===== config.mk =====
export PLATFORM = sky130hd
export DESIGN_NAME = logic_unit_pipe_flat
export DESIGN_NICKNAME = d
export VERILOG_FILES = /design/src/rtl/logic_unit_pipe_if.sv /design/src/rtl/logic_unit_pipe.sv /design/src/flat_wrapper.sv
export SDC_FILE = /design/constraint.sdc
export NUM_CORES = 1
export LEC_CHECK = 0
export ABC_AREA = 0
export BUFFER_PORTS_ARGS = -buffer_cell sky130_fd_sc_hd__buf_2
export CORE_MARGIN = 2
export CORE_UTILIZATION = 30
export CTS_BUF_LIST = sky130_fd_sc_hd__clkbuf_8
export DETAILED_ROUTE_END_ITERATION = 7
export PLACE_DENSITY_LB_ADDON = 0.15
export SKIP_LAST_GASP = 1
export SYNTH_ARGS = -nofsm -noshare
export SYNTH_HDL_FRONTEND = slang
export SYNTH_SLANG_ARGS = --single-unit

===== constraint.sdc =====
create_clock -name clk -period 2.7 [get_ports clk]
set_clock_uncertainty 0.05 [all_clocks]
set_input_delay 0.135 -clock clk [delete_from_list [all_inputs] [get_ports clk]]
set_output_delay 0.135 -clock clk [all_outputs]
set_load 0.02 [all_outputs]

===== src/rtl/logic_unit_pipe_if.sv =====
// -----------------------------------------------------------------------------
// logic_unit_pipe_if
// Bundles the operand-side and result-side handshakes of logic_unit_pipe.
//   slave  : the logic unit itself (consumes operands, produces results)
//   master : the surrounding datapath (operand register file / result bus)
// Signals:
//   in_valid/in_ready   operand handshake
//   a, b, op            operands and 3-bit function select
//   acc_en, acc_clr     accumulator substitute-for-a and clear
//   out_valid/out_ready result handshake
//   result, zero, parity, op_count  result word, flags, delivered count
// -----------------------------------------------------------------------------
interface logic_unit_pipe_if #(
  parameter int WIDTH = 8,
  parameter int CNT_W = 8
);
  logic             in_valid;
  logic             in_ready;
  logic [WIDTH-1:0] a;
  logic [WIDTH-1:0] b;
  logic [2:0]       op;
  logic             acc_en;
  logic             acc_clr;
  logic             out_valid;
  logic             out_ready;
  logic [WIDTH-1:0] result;
  logic             zero;
  logic             parity;
  logic [CNT_W-1:0] op_count;

  modport slave (
    input  in_valid, a, b, op, acc_en, acc_clr, out_ready,
    output in_ready, out_valid, result, zero, parity, op_count
  );

  modport master (
    output in_valid, a, b, op, acc_en, acc_clr, out_ready,
    input  in_ready, out_valid, result, zero, parity, op_count
  );
endinterface


===== src/rtl/logic_unit_pipe.sv =====
// -----------------------------------------------------------------------------
// logic_unit_pipe
// Two-stage valid/ready pipelined bitwise function unit with an accumulator.
// Eight bitwise functions of x and b, where x is either operand a or the
// previous computed value (accumulate mode). Each result carries zero and
// parity flags; op_count counts results taken by the consumer.
// Ports:
//   clk    rising-edge clock
//   reset  asynchronous, active-high reset
//   bus    logic_unit_pipe_if.slave (operand / result handshakes, flags)
// -----------------------------------------------------------------------------
module logic_unit_pipe #(
  parameter int WIDTH = 8,
  parameter int CNT_W = 8
) (
  input  logic                   clk,
  input  logic                   reset,
  logic_unit_pipe_if.slave       bus
);

  function automatic logic [WIDTH-1:0] logic_fn(
    input logic [2:0]       fsel,
    input logic [WIDTH-1:0] x,
    input logic [WIDTH-1:0] y
  );
    logic [WIDTH-1:0] r;
    unique case (fsel)
      3'b000:  r = x & y;
      3'b001:  r = ~(x & y);
      3'b010:  r = x | y;
      3'b011:  r = ~(x | y);
      3'b100:  r = x ^ y;
      3'b101:  r = ~(x ^ y);
      3'b110:  r = ~x;
      default: r = y;
    endcase
    return r;
  endfunction

  logic [WIDTH-1:0] acc_q;
  logic [WIDTH-1:0] x_sel;
  logic [WIDTH-1:0] fn_val;
  logic             accept;
  logic             adv_p2;
  logic             take;

  logic [WIDTH-1:0] data_p1;
  logic             vld_p1;
  logic [WIDTH-1:0] result_p2;
  logic             zero_p2;
  logic             parity_p2;
  logic             vld_p2;
  logic [CNT_W-1:0] cnt_q;

  assign x_sel  = bus.acc_en ? acc_q : bus.a;
  assign fn_val = logic_fn(bus.op, x_sel, bus.b);

  // Stage 1 frees up whenever stage 2 is empty or draining this cycle, so
  // ready depends on out_ready but never on in_valid.
  assign bus.in_ready = !vld_p1 || !vld_p2 || bus.out_ready;
  assign accept       = bus.in_valid && bus.in_ready;
  assign adv_p2       = vld_p1 && (!vld_p2 || bus.out_ready);
  assign take         = vld_p2 && bus.out_ready;

  // Accumulator: follows every computed value; a clear wins over the load,
  // and the operation issued alongside a clear still sees the old value.
  always_ff @(posedge clk or posedge reset) begin
    if (reset) begin
      acc_q <= '0;
    end else if (bus.acc_clr) begin
      acc_q <= '0;
    end else if (accept) begin
      acc_q <= fn_val;
    end
  end

  // ---- stage 1: capture ----
  always_ff @(posedge clk) begin
    if (accept) begin
      data_p1 <= fn_val;
    end
  end

  always_ff @(posedge clk or posedge reset) begin
    if (reset) begin
      vld_p1 <= 1'b0;
    end else if (accept) begin
      vld_p1 <= 1'b1;
    end else if (adv_p2) begin
      vld_p1 <= 1'b0;
    end
  end

  // ---- stage 2: output ----
  always_ff @(posedge clk or posedge reset) begin
    if (reset) begin
      vld_p2    <= 1'b0;
      result_p2 <= '0;
      zero_p2   <= 1'b1;
      parity_p2 <= 1'b0;
    end else if (adv_p2) begin
      vld_p2    <= 1'b1;
      result_p2 <= data_p1;
      zero_p2   <= (data_p1 == '0);
      parity_p2 <= ^data_p1;
    end else if (take) begin
      vld_p2    <= 1'b0;
    end
  end

  always_ff @(posedge clk or posedge reset) begin
    if (reset) begin
      cnt_q <= '0;
    end else if (take) begin
      cnt_q <= cnt_q + 1'b1;
    end
  end

  assign bus.out_valid = vld_p2;
  assign bus.result    = result_p2;
  assign bus.zero      = zero_p2;
  assign bus.parity    = parity_p2;
  assign bus.op_count  = cnt_q;

endmodule


===== src/flat_wrapper.sv =====
// flat-port wrapper written by rule: the top's interface ports become plain ports
module logic_unit_pipe_flat 
#(
  parameter int WIDTH = 8,
  parameter int CNT_W = 8
)
  (clk, reset, bus_in_valid, bus_a, bus_b, bus_op, bus_acc_en, bus_acc_clr, bus_out_ready, bus_in_ready, bus_out_valid, bus_result, bus_zero, bus_parity, bus_op_count);
  logic_unit_pipe_if #(.WIDTH(WIDTH), .CNT_W(CNT_W)) bus_i ();
  input  logic clk;
  input  logic reset;
  input wire logic [$bits(bus_i.in_valid)-1:0] bus_in_valid;
  input wire logic [$bits(bus_i.a)-1:0] bus_a;
  input wire logic [$bits(bus_i.b)-1:0] bus_b;
  input wire logic [$bits(bus_i.op)-1:0] bus_op;
  input wire logic [$bits(bus_i.acc_en)-1:0] bus_acc_en;
  input wire logic [$bits(bus_i.acc_clr)-1:0] bus_acc_clr;
  input wire logic [$bits(bus_i.out_ready)-1:0] bus_out_ready;
  output wire logic [$bits(bus_i.in_ready)-1:0] bus_in_ready;
  output wire logic [$bits(bus_i.out_valid)-1:0] bus_out_valid;
  output wire logic [$bits(bus_i.result)-1:0] bus_result;
  output wire logic [$bits(bus_i.zero)-1:0] bus_zero;
  output wire logic [$bits(bus_i.parity)-1:0] bus_parity;
  output wire logic [$bits(bus_i.op_count)-1:0] bus_op_count;
  assign bus_i.in_valid = bus_in_valid;
  assign bus_i.a = bus_a;
  assign bus_i.b = bus_b;
  assign bus_i.op = bus_op;
  assign bus_i.acc_en = bus_acc_en;
  assign bus_i.acc_clr = bus_acc_clr;
  assign bus_i.out_ready = bus_out_ready;
  assign bus_in_ready = bus_i.in_ready;
  assign bus_out_valid = bus_i.out_valid;
  assign bus_result = bus_i.result;
  assign bus_zero = bus_i.zero;
  assign bus_parity = bus_i.parity;
  assign bus_op_count = bus_i.op_count;
  logic_unit_pipe #(.WIDTH(WIDTH), .CNT_W(CNT_W)) u_core (.clk(clk), .reset(reset), .bus(bus_i));
endmodule

==> results of run 1 <==
-- cells in the mapped netlist (all sizes together) (2+ instances only) --
library cell	instances	share of area (%)
clkbuf	3	0.48
nand2b	4	1.1
edfxtp	8	10
nor3	3	0.64
nand3	6	1.3
or2	2	0.54
o21a	5	1.6
mux2	2	0.96
nand3b	2	0.64
nor3b	2	0.64
xnor2	7	2.6
ha	21	11
a21oi	3	0.64
inv	26	4.2
nand2	23	3.7
buf	7	2.3
nor2b	8	2.1
a22o	5	1.9
nor2	11	1.8
a31oi	5	1.3
a2bb2oi	5	1.9
mux2i	13	5.6
o21ai	18	3.9
or3	2	0.54
dfrtp	27	29
a211o	3	1.1
and2	3	0.80
o32a	2	0.86
xor2	3	1.1
-- layout make-up --
| class | instances | area, um2 |
|---|---|---|
| clock buffers | 5 | 68.8 |
| clock inverters | 3 | 23.8 |
| fillers | 810 | 4920 |
| inverters | 26 | 97.6 |
| multi-input cells | 170 | 1230 |
| flip-flops and latches | 36 | 942 |
| well taps | 102 | 128 |
| repair buffers | 46 | 238 |
-- how the worst min path moves through the flow --
stage            startpoint                                  to  slack [ns]  cells past startpoint
2_1_floorplan         reset         u_core.acc_q[0]$_DFFE_PP0P_        0.15                      1
3_3_place_gp          reset  u_core.bus.op_count[7]$_DFFE_PP0P_        0.18                      3
3_5_place_dp          reset  u_core.bus.op_count[7]$_DFFE_PP0P_        0.18                      3
4_1_cts        bus_in_valid           u_core.vld_p1$_DFFE_PP0P_        0.03                      2
5_1_grt        bus_in_valid           u_core.vld_p1$_DFFE_PP0P_        0.03                      2
6_report       bus_in_valid           u_core.vld_p1$_DFFE_PP0P_        0.03                      2
-- metal layers --
metal  vias up  part of all wire, %  GRT usage [%]  wire (um)
li1        922                    -              -          -
met1       822                   51           16.8       2410
met2        34                   44           18.9       2090
met3         6                  3.6           2.38        172
met4         0                  1.2           2.99         55
met5         -                    0              0          0
-- worst register-to-register path: stages, from the launching register on --
cell and delay, ns:
dfrtp_1 0.39, mux2_2 0.29, inv_1 0.06, ha_1 0.21, mux2i_1 0.18, o22ai_1 0.09, or3_1 0.37, and2_1 0.15
-- registers in the layout, indices dropped and copies added, names as in the netlist --
name	flops
u_core.acc_q	8
u_core.bus.op_count	8
u_core.bus.result	8
u_core.data_p1	8
u_core.bus.out_valid	1
u_core.bus.parity	1
u_core.bus.zero	1
u_core.vld_p1	1
-- repair_timing --
action / CTS / global route
setup buffers: 0 / 0
endpoints found under the hold margin: 27 / 0
hold buffers: 1 / 0
-- logic make-up (layout without fill, tap and decap cells) --
family / after synthesis / after routing
buf+inv: 36 / 80
compound gates: 54 / 54
fa+ha+maj: 21 / 21
flops: 36 / 36
simple gates: 70 / 70
xor+xnor: 10 / 10
mux: 15 / 15
-- power by group --
part	internal [mW]	switching [mW]
clock	0.183	0.200
sequential	0.660	0.0713
combinational	0.216	0.308
==> flow_summary.json, run 1 <==
{
  "status": "finished, final reports clean",
  "clkTransAtPathRegs_ns": 0.08,
  "power_mw": 1.64,
  "portBuffers": 44,
  "slowest_stage": "dfrtp_1",
  "pre_cts_ws_ns": 0.555,
  "hold_violations": 0,
  "cap_violations": 0,
  "fmax_mhz": 492,
  "yosys-mux-area-fraction_pct": 6.53,
  "drive_gt1_share_pct": 21.0,
  "worstPathCellList": "mux2_2 > inv_1 > ha_1 > mux2i_1 > o22ai_1 > or3_1 > and2_1",
  "async_reset_ff_share_pct": 77.8,
  "required_ns": 2.70,
  "setup_viol": 0,
  "final_cell_mix": "buf_2, dfrtp_1, inv_1",
  "hpwl_mm": 3.71,
  "yosysSeqAreaShare_pct": 40.3,
  "cts_tree": "built",
  "grt-ovfl-total": 0,
  "diodes": 0,
  "netlist_area_um2": 2340,
  "startpoint_type": "register",
  "peakVddDrop_v": 0.000202,
  "yosys.area_share.adder_pct": 11.2,
  "cts_buffer_depth": 2,
  "drt_pass1_iterations": 3,
  "drt_iter0_drc": 78,
  "synth_edf_count": 8,
  "post-route-period-util_pct": 75.2,
  "regToRegSetupSlack_ns": 0.67,
  "crit_start": "u_core.acc_q[1]$_DFFE_PP0P_",
  "cp_top_family": "simple AND/OR/NAND/NOR gates",
  "synth_top_family_by_area": "compound AO/OA/AOI/OAI gates",
  "clkSinkCount": 36,
  "synth-seq-cells": 36,
  "drc": 0,
  "die_width_um": 92.3,
  "slew_viol_final": 0,
  "syn_to_final_growth_pct": 16.8,
  "holdWs_ns": 0.0279,
  "critPathMaxStageDelay_ns": 0.39,
  "final_common_cell": "buf_2",
  "period_minus_slack_ns": 2.03,
  "cts_made_buffers": 5,
  "hp-class": "input port to register",
  "vias": 1784,
  "antenna_found_initial": 0,
  "reg2reg_depth": 7,
  "crit_cells": 7,
  "synth-main-ff-cell": "dfrtp_1",
  "cp.arrival_ns": 2.04,
  "worstReg2RegStart": "u_core.acc_q[1]$_DFFE_PP0P_",
  "postCtsResizedCells": 0,
  "pin_count": 45,
  "slew_headroom_pct": 57.0,
  "dieHeight_um": 92.3,
  "crit_path_max_fanout": 3,
  "yosys.cell_types.count": 46,
  "synth-compound-area-share_pct": 16.0,
  "first_global_vias": 1693,
  "gp_congestion": 0.771,
  "rows": 32,
  "setup_tns_ns": 0,
  "yosysWarnings": 0,
  "nets": 331,
  "crit_buf_inv": 1,
  "synth_area_per_cell_um2": 9.66,
  "p_leak_nw": 1.35,
  "vias_per_cell": 4.60,
  "core_um2": 7650,
  "final_area_um2": 2730,
  "dieArea_um2": 8510,
  "clkLatencyLatePin_ns": 0.29,
  "start_util_pct": 30.6,
  "rsz0062_at_grt": "no",
  "powerDensity_nw_per_um2": 600,
  "path_class": "register to register",
  "fin_ws_ns": 0.669,
  "grt_pass1_wl_mm": 8.22,
  "synth-simple-area-share_pct": 15.2,
  "place_inst": 379,
  "track_usage_pct": 11.9,
  "synth_fp_nets": 288,
  "h-tree-depth": 2,
  "post_dp_cell_area_um2": 2630,
  "crit_end": "u_core.data_p1[1]$_DFFE_PP_",
  "regToRegEndpoint": "u_core.data_p1[1]$_DFFE_PP_",
  "worst_slew_pin_slew_ns": 0.645,
  "cp-end-kind": "register",
  "drt-wirelength-per-cell_um": 12.2,
  "ant_nets": 0,
  "cts_root_buffer": "clkbuf_8",
  "synth_xor_area_share_pct": 3.75,
  "grt_max_degree": 29,
  "postSynthCellCount": 242,
  "routed_wl_mm": 4.72,
  "stdcell_count": 388,
  "fin_util_pct": 35.7
}
(Power assumes the default switching activity.)
==> run 2, diff against run 1 <==
Clock period 2.7 ns to 1.8 ns, I/O delays scaled along.
==> run 2 against run 1 <==
  * The flow now finishes with violations (setup timing)
  * Utilization up 3.9 points
  * Sequential power grew 50%
  * Worst setup slack lost 0.84 ns
  * Routed wire length up 9.6%
  * Sequential share of layout area decreased by 3.4 points
  * Non-clock buffer count grew 22
  * Critical path depth did not move
  * Clock power increased by 49%
  * Cell count increased by 5.7%
  * Global-route usage up 0.74 points
  * Critical path type unchanged
  * Largest cell class unchanged
==> flow_summary.json, run 2 (synthesis gave the netlist of run 1 again) <==
{
  "status": "finished with violations",
  "violations": "setup timing",
  "wl_met1_mm": 2.54,
  "cp.arrival_ns": 1.96,
  "stdcell_count": 410,
  "hold_violations": 0,
  "ant_nets": 0,
  "drive_gt1_share_pct": 30.8,
  "crit_path_max_fanout": 3,
  "setup_viol": 3,
  "nets": 353,
  "die_width_um": 92.3,
  "powerDensity_nw_per_um2": 847,
  "highest_layer": "met4",
  "syn_to_final_growth_pct": 29.6,
  "drt_iter0_drc": 92,
  "grt-ovfl-total": 0,
  "start_util_pct": 30.6,
  "cts_tree": "built",
  "wl_met2_mm": 2.33,
  "final_common_cell": "buf_2",
  "cp-end-kind": "register",
  "clkSinkCount": 36,
  "pin_count": 45,
  "period_minus_slack_ns": 1.97,
  "power_switching_mw": 0.876,
  "rows": 32,
  "cts_buffer_depth": 2,
  "core_um2": 7650,
  "diodes": 0,
  "path_class": "register to register",
  "hp-class": "input port to register",
  "grt_pass1_wl_mm": 8.64,
  "peakVddDrop_v": 0.000240,
  "hpwl_mm": 3.90,
  "fin_ws_ns": -0.167,
  "track_usage_pct": 12.7,
  "required_ns": 1.79,
  "place_inst": 394,
  "drt-wirelength-per-cell_um": 12.6,
  "wl_met3_um": 209,
  "post-route-period-util_pct": 109,
  "h-tree-depth": 2,
  "grt_max_degree": 29,
  "startpoint_type": "register",
  "switching_share_pct": 34.1,
  "final_cell_mix": "buf_2, dfrtp_1, inv_1",
  "dieHeight_um": 92.3,
  "p_comb_share_pct": 34.9,
  "antenna_found_initial": 0,
  "fmax_mhz": 508,
  "slew_viol_final": 0,
  "clkTransAtPathRegs_ns": 0.07,
  "portBuffers": 44,
  "gp_congestion": 0.763,
  "routed_wl_mm": 5.17,
  "pre_cts_ws_ns": -0.159,
  "vias_per_cell": 4.55,
  "drt_pass1_iterations": 4,
  "fin_util_pct": 39.6,
  "clkPwrFrac_pct": 22.2,
  "power_frac_seq_pct": 42.8,
  "dieArea_um2": 8510,
  "cts_root_buffer": "clkbuf_8",
  "cap_violations": 0,
  "p_leak_nw": 1.47,
  "clkLatencyLatePin_ns": 0.28,
  "slew_headroom_pct": 65.7,
  "worst_slew_pin_slew_ns": 0.513,
  "internal_power_mw": 1.69,
  "rsz0062_at_grt": "yes",
  "drc": 0,
  "power_mw": 2.57,
  "cts_made_buffers": 5,
  "first_global_vias": 1869,
  "vias": 1867
}
## run 2: cell count changes in the layout (fill, tap and decap cells not counted), moves of 2 or more
cell	previous run	this run
a31oi_1	5	1
a31oi_4	0	3
buf_4	1	22
clkinvlp_4	2	0
ha_1	21	16
ha_2	0	2
ha_4	0	3
inv_2	0	2
mux2i_1	13	8
mux2i_2	0	3
mux2i_4	0	2
## run 2: path summary, 6_finish.rpt
| path | from | to | slack (ns) | depth (start not counted) |
|---|---|---|---|---|
| max | u_core.acc_q[1]$_DFFE_PP0P_ | u_core.data_p1[1]$_DFFE_PP_ | -0.17 | 7 |
| min | bus_out_ready | u_core.bus.op_count[2]$_DFFE_PP0P_ | 0.07 | 3 |
| max reg2reg | u_core.acc_q[1]$_DFFE_PP0P_ | u_core.data_p1[1]$_DFFE_PP_ | -0.17 | 7 |
| min reg2reg | u_core.bus.op_count[7]$_DFFE_PP0P_ | u_core.bus.op_count[7]$_DFFE_PP0P_ | 0.42 | 1 |
| max in group asynchronous | reset | u_core.bus.zero$_DFFE_PP1P_ | 1.02 | 4 |
| min in group asynchronous | reset | u_core.bus.op_count[7]$_DFFE_PP0P_ | 0.37 | 4 |
## run 2: repair_timing
action                                  CTS  global route
endpoints found under the setup margin    6            15
gates resized for setup                   4            16
hold endpoints to repair                 28             0
pin swaps                                 0             7
hold buffers                              2             0
setup buffers                             2             4
## run 2: final cells by class
| type | count | area (um2) |
|---|---|---|
| Sequential cell | 36 | 942 |
| Clock inverter | 2 | 7.51 |
| Multi-Input combinational cell | 170 | 1370 |
| Inverter | 26 | 97.6 |
| Tap cell | 102 | 128 |
| Clock buffer | 6 | 82.6 |
| Timing Repair Buffer | 68 | 405 |
| Fill cell | 792 | 4620 |
## run 2: power groups by stage
stage,combinational (mW),sequential [mW],clock (mW)
after floorplan,0.430,1.24,0
after CTS,0.861,1.10,0.599
final,0.896,1.10,0.571
after detailed placement,0.839,1.12,0
after global routing,0.990,1.12,0.633
after global placement,0.834,1.11,0
## run 2: metal layers
layer | track usage (%) | vias up
met5 | 0 | -
met4 | 5.35 | 0
met3 | 2.63 | 9
met2 | 20.5 | 40
met1 | 16.4 | 852
li1 | - | 966
## run 2: stage by stage
stage / TNS (ns) / hold slack [ns] / cell area [um2]
floorplan: -0.0864 / 0.105 / 2350
finish: -0.334 / 0.0729 / 3030
detailed placement: -0.723 / 0.141 / 2760
CTS: -0.414 / 0.0643 / 2900
global route: -0.839 / 0.0816 / 3030
global placement: -0.416 / 0.135 / 2760
## run 2: critical path, stage by stage (launching register included)
cell     delay, ns
dfrtp_1       0.38
mux2_4        0.28
inv_2         0.07
ha_4          0.19
mux2i_2       0.17
o22ai_1       0.10
or3_1         0.34
and2_1        0.15
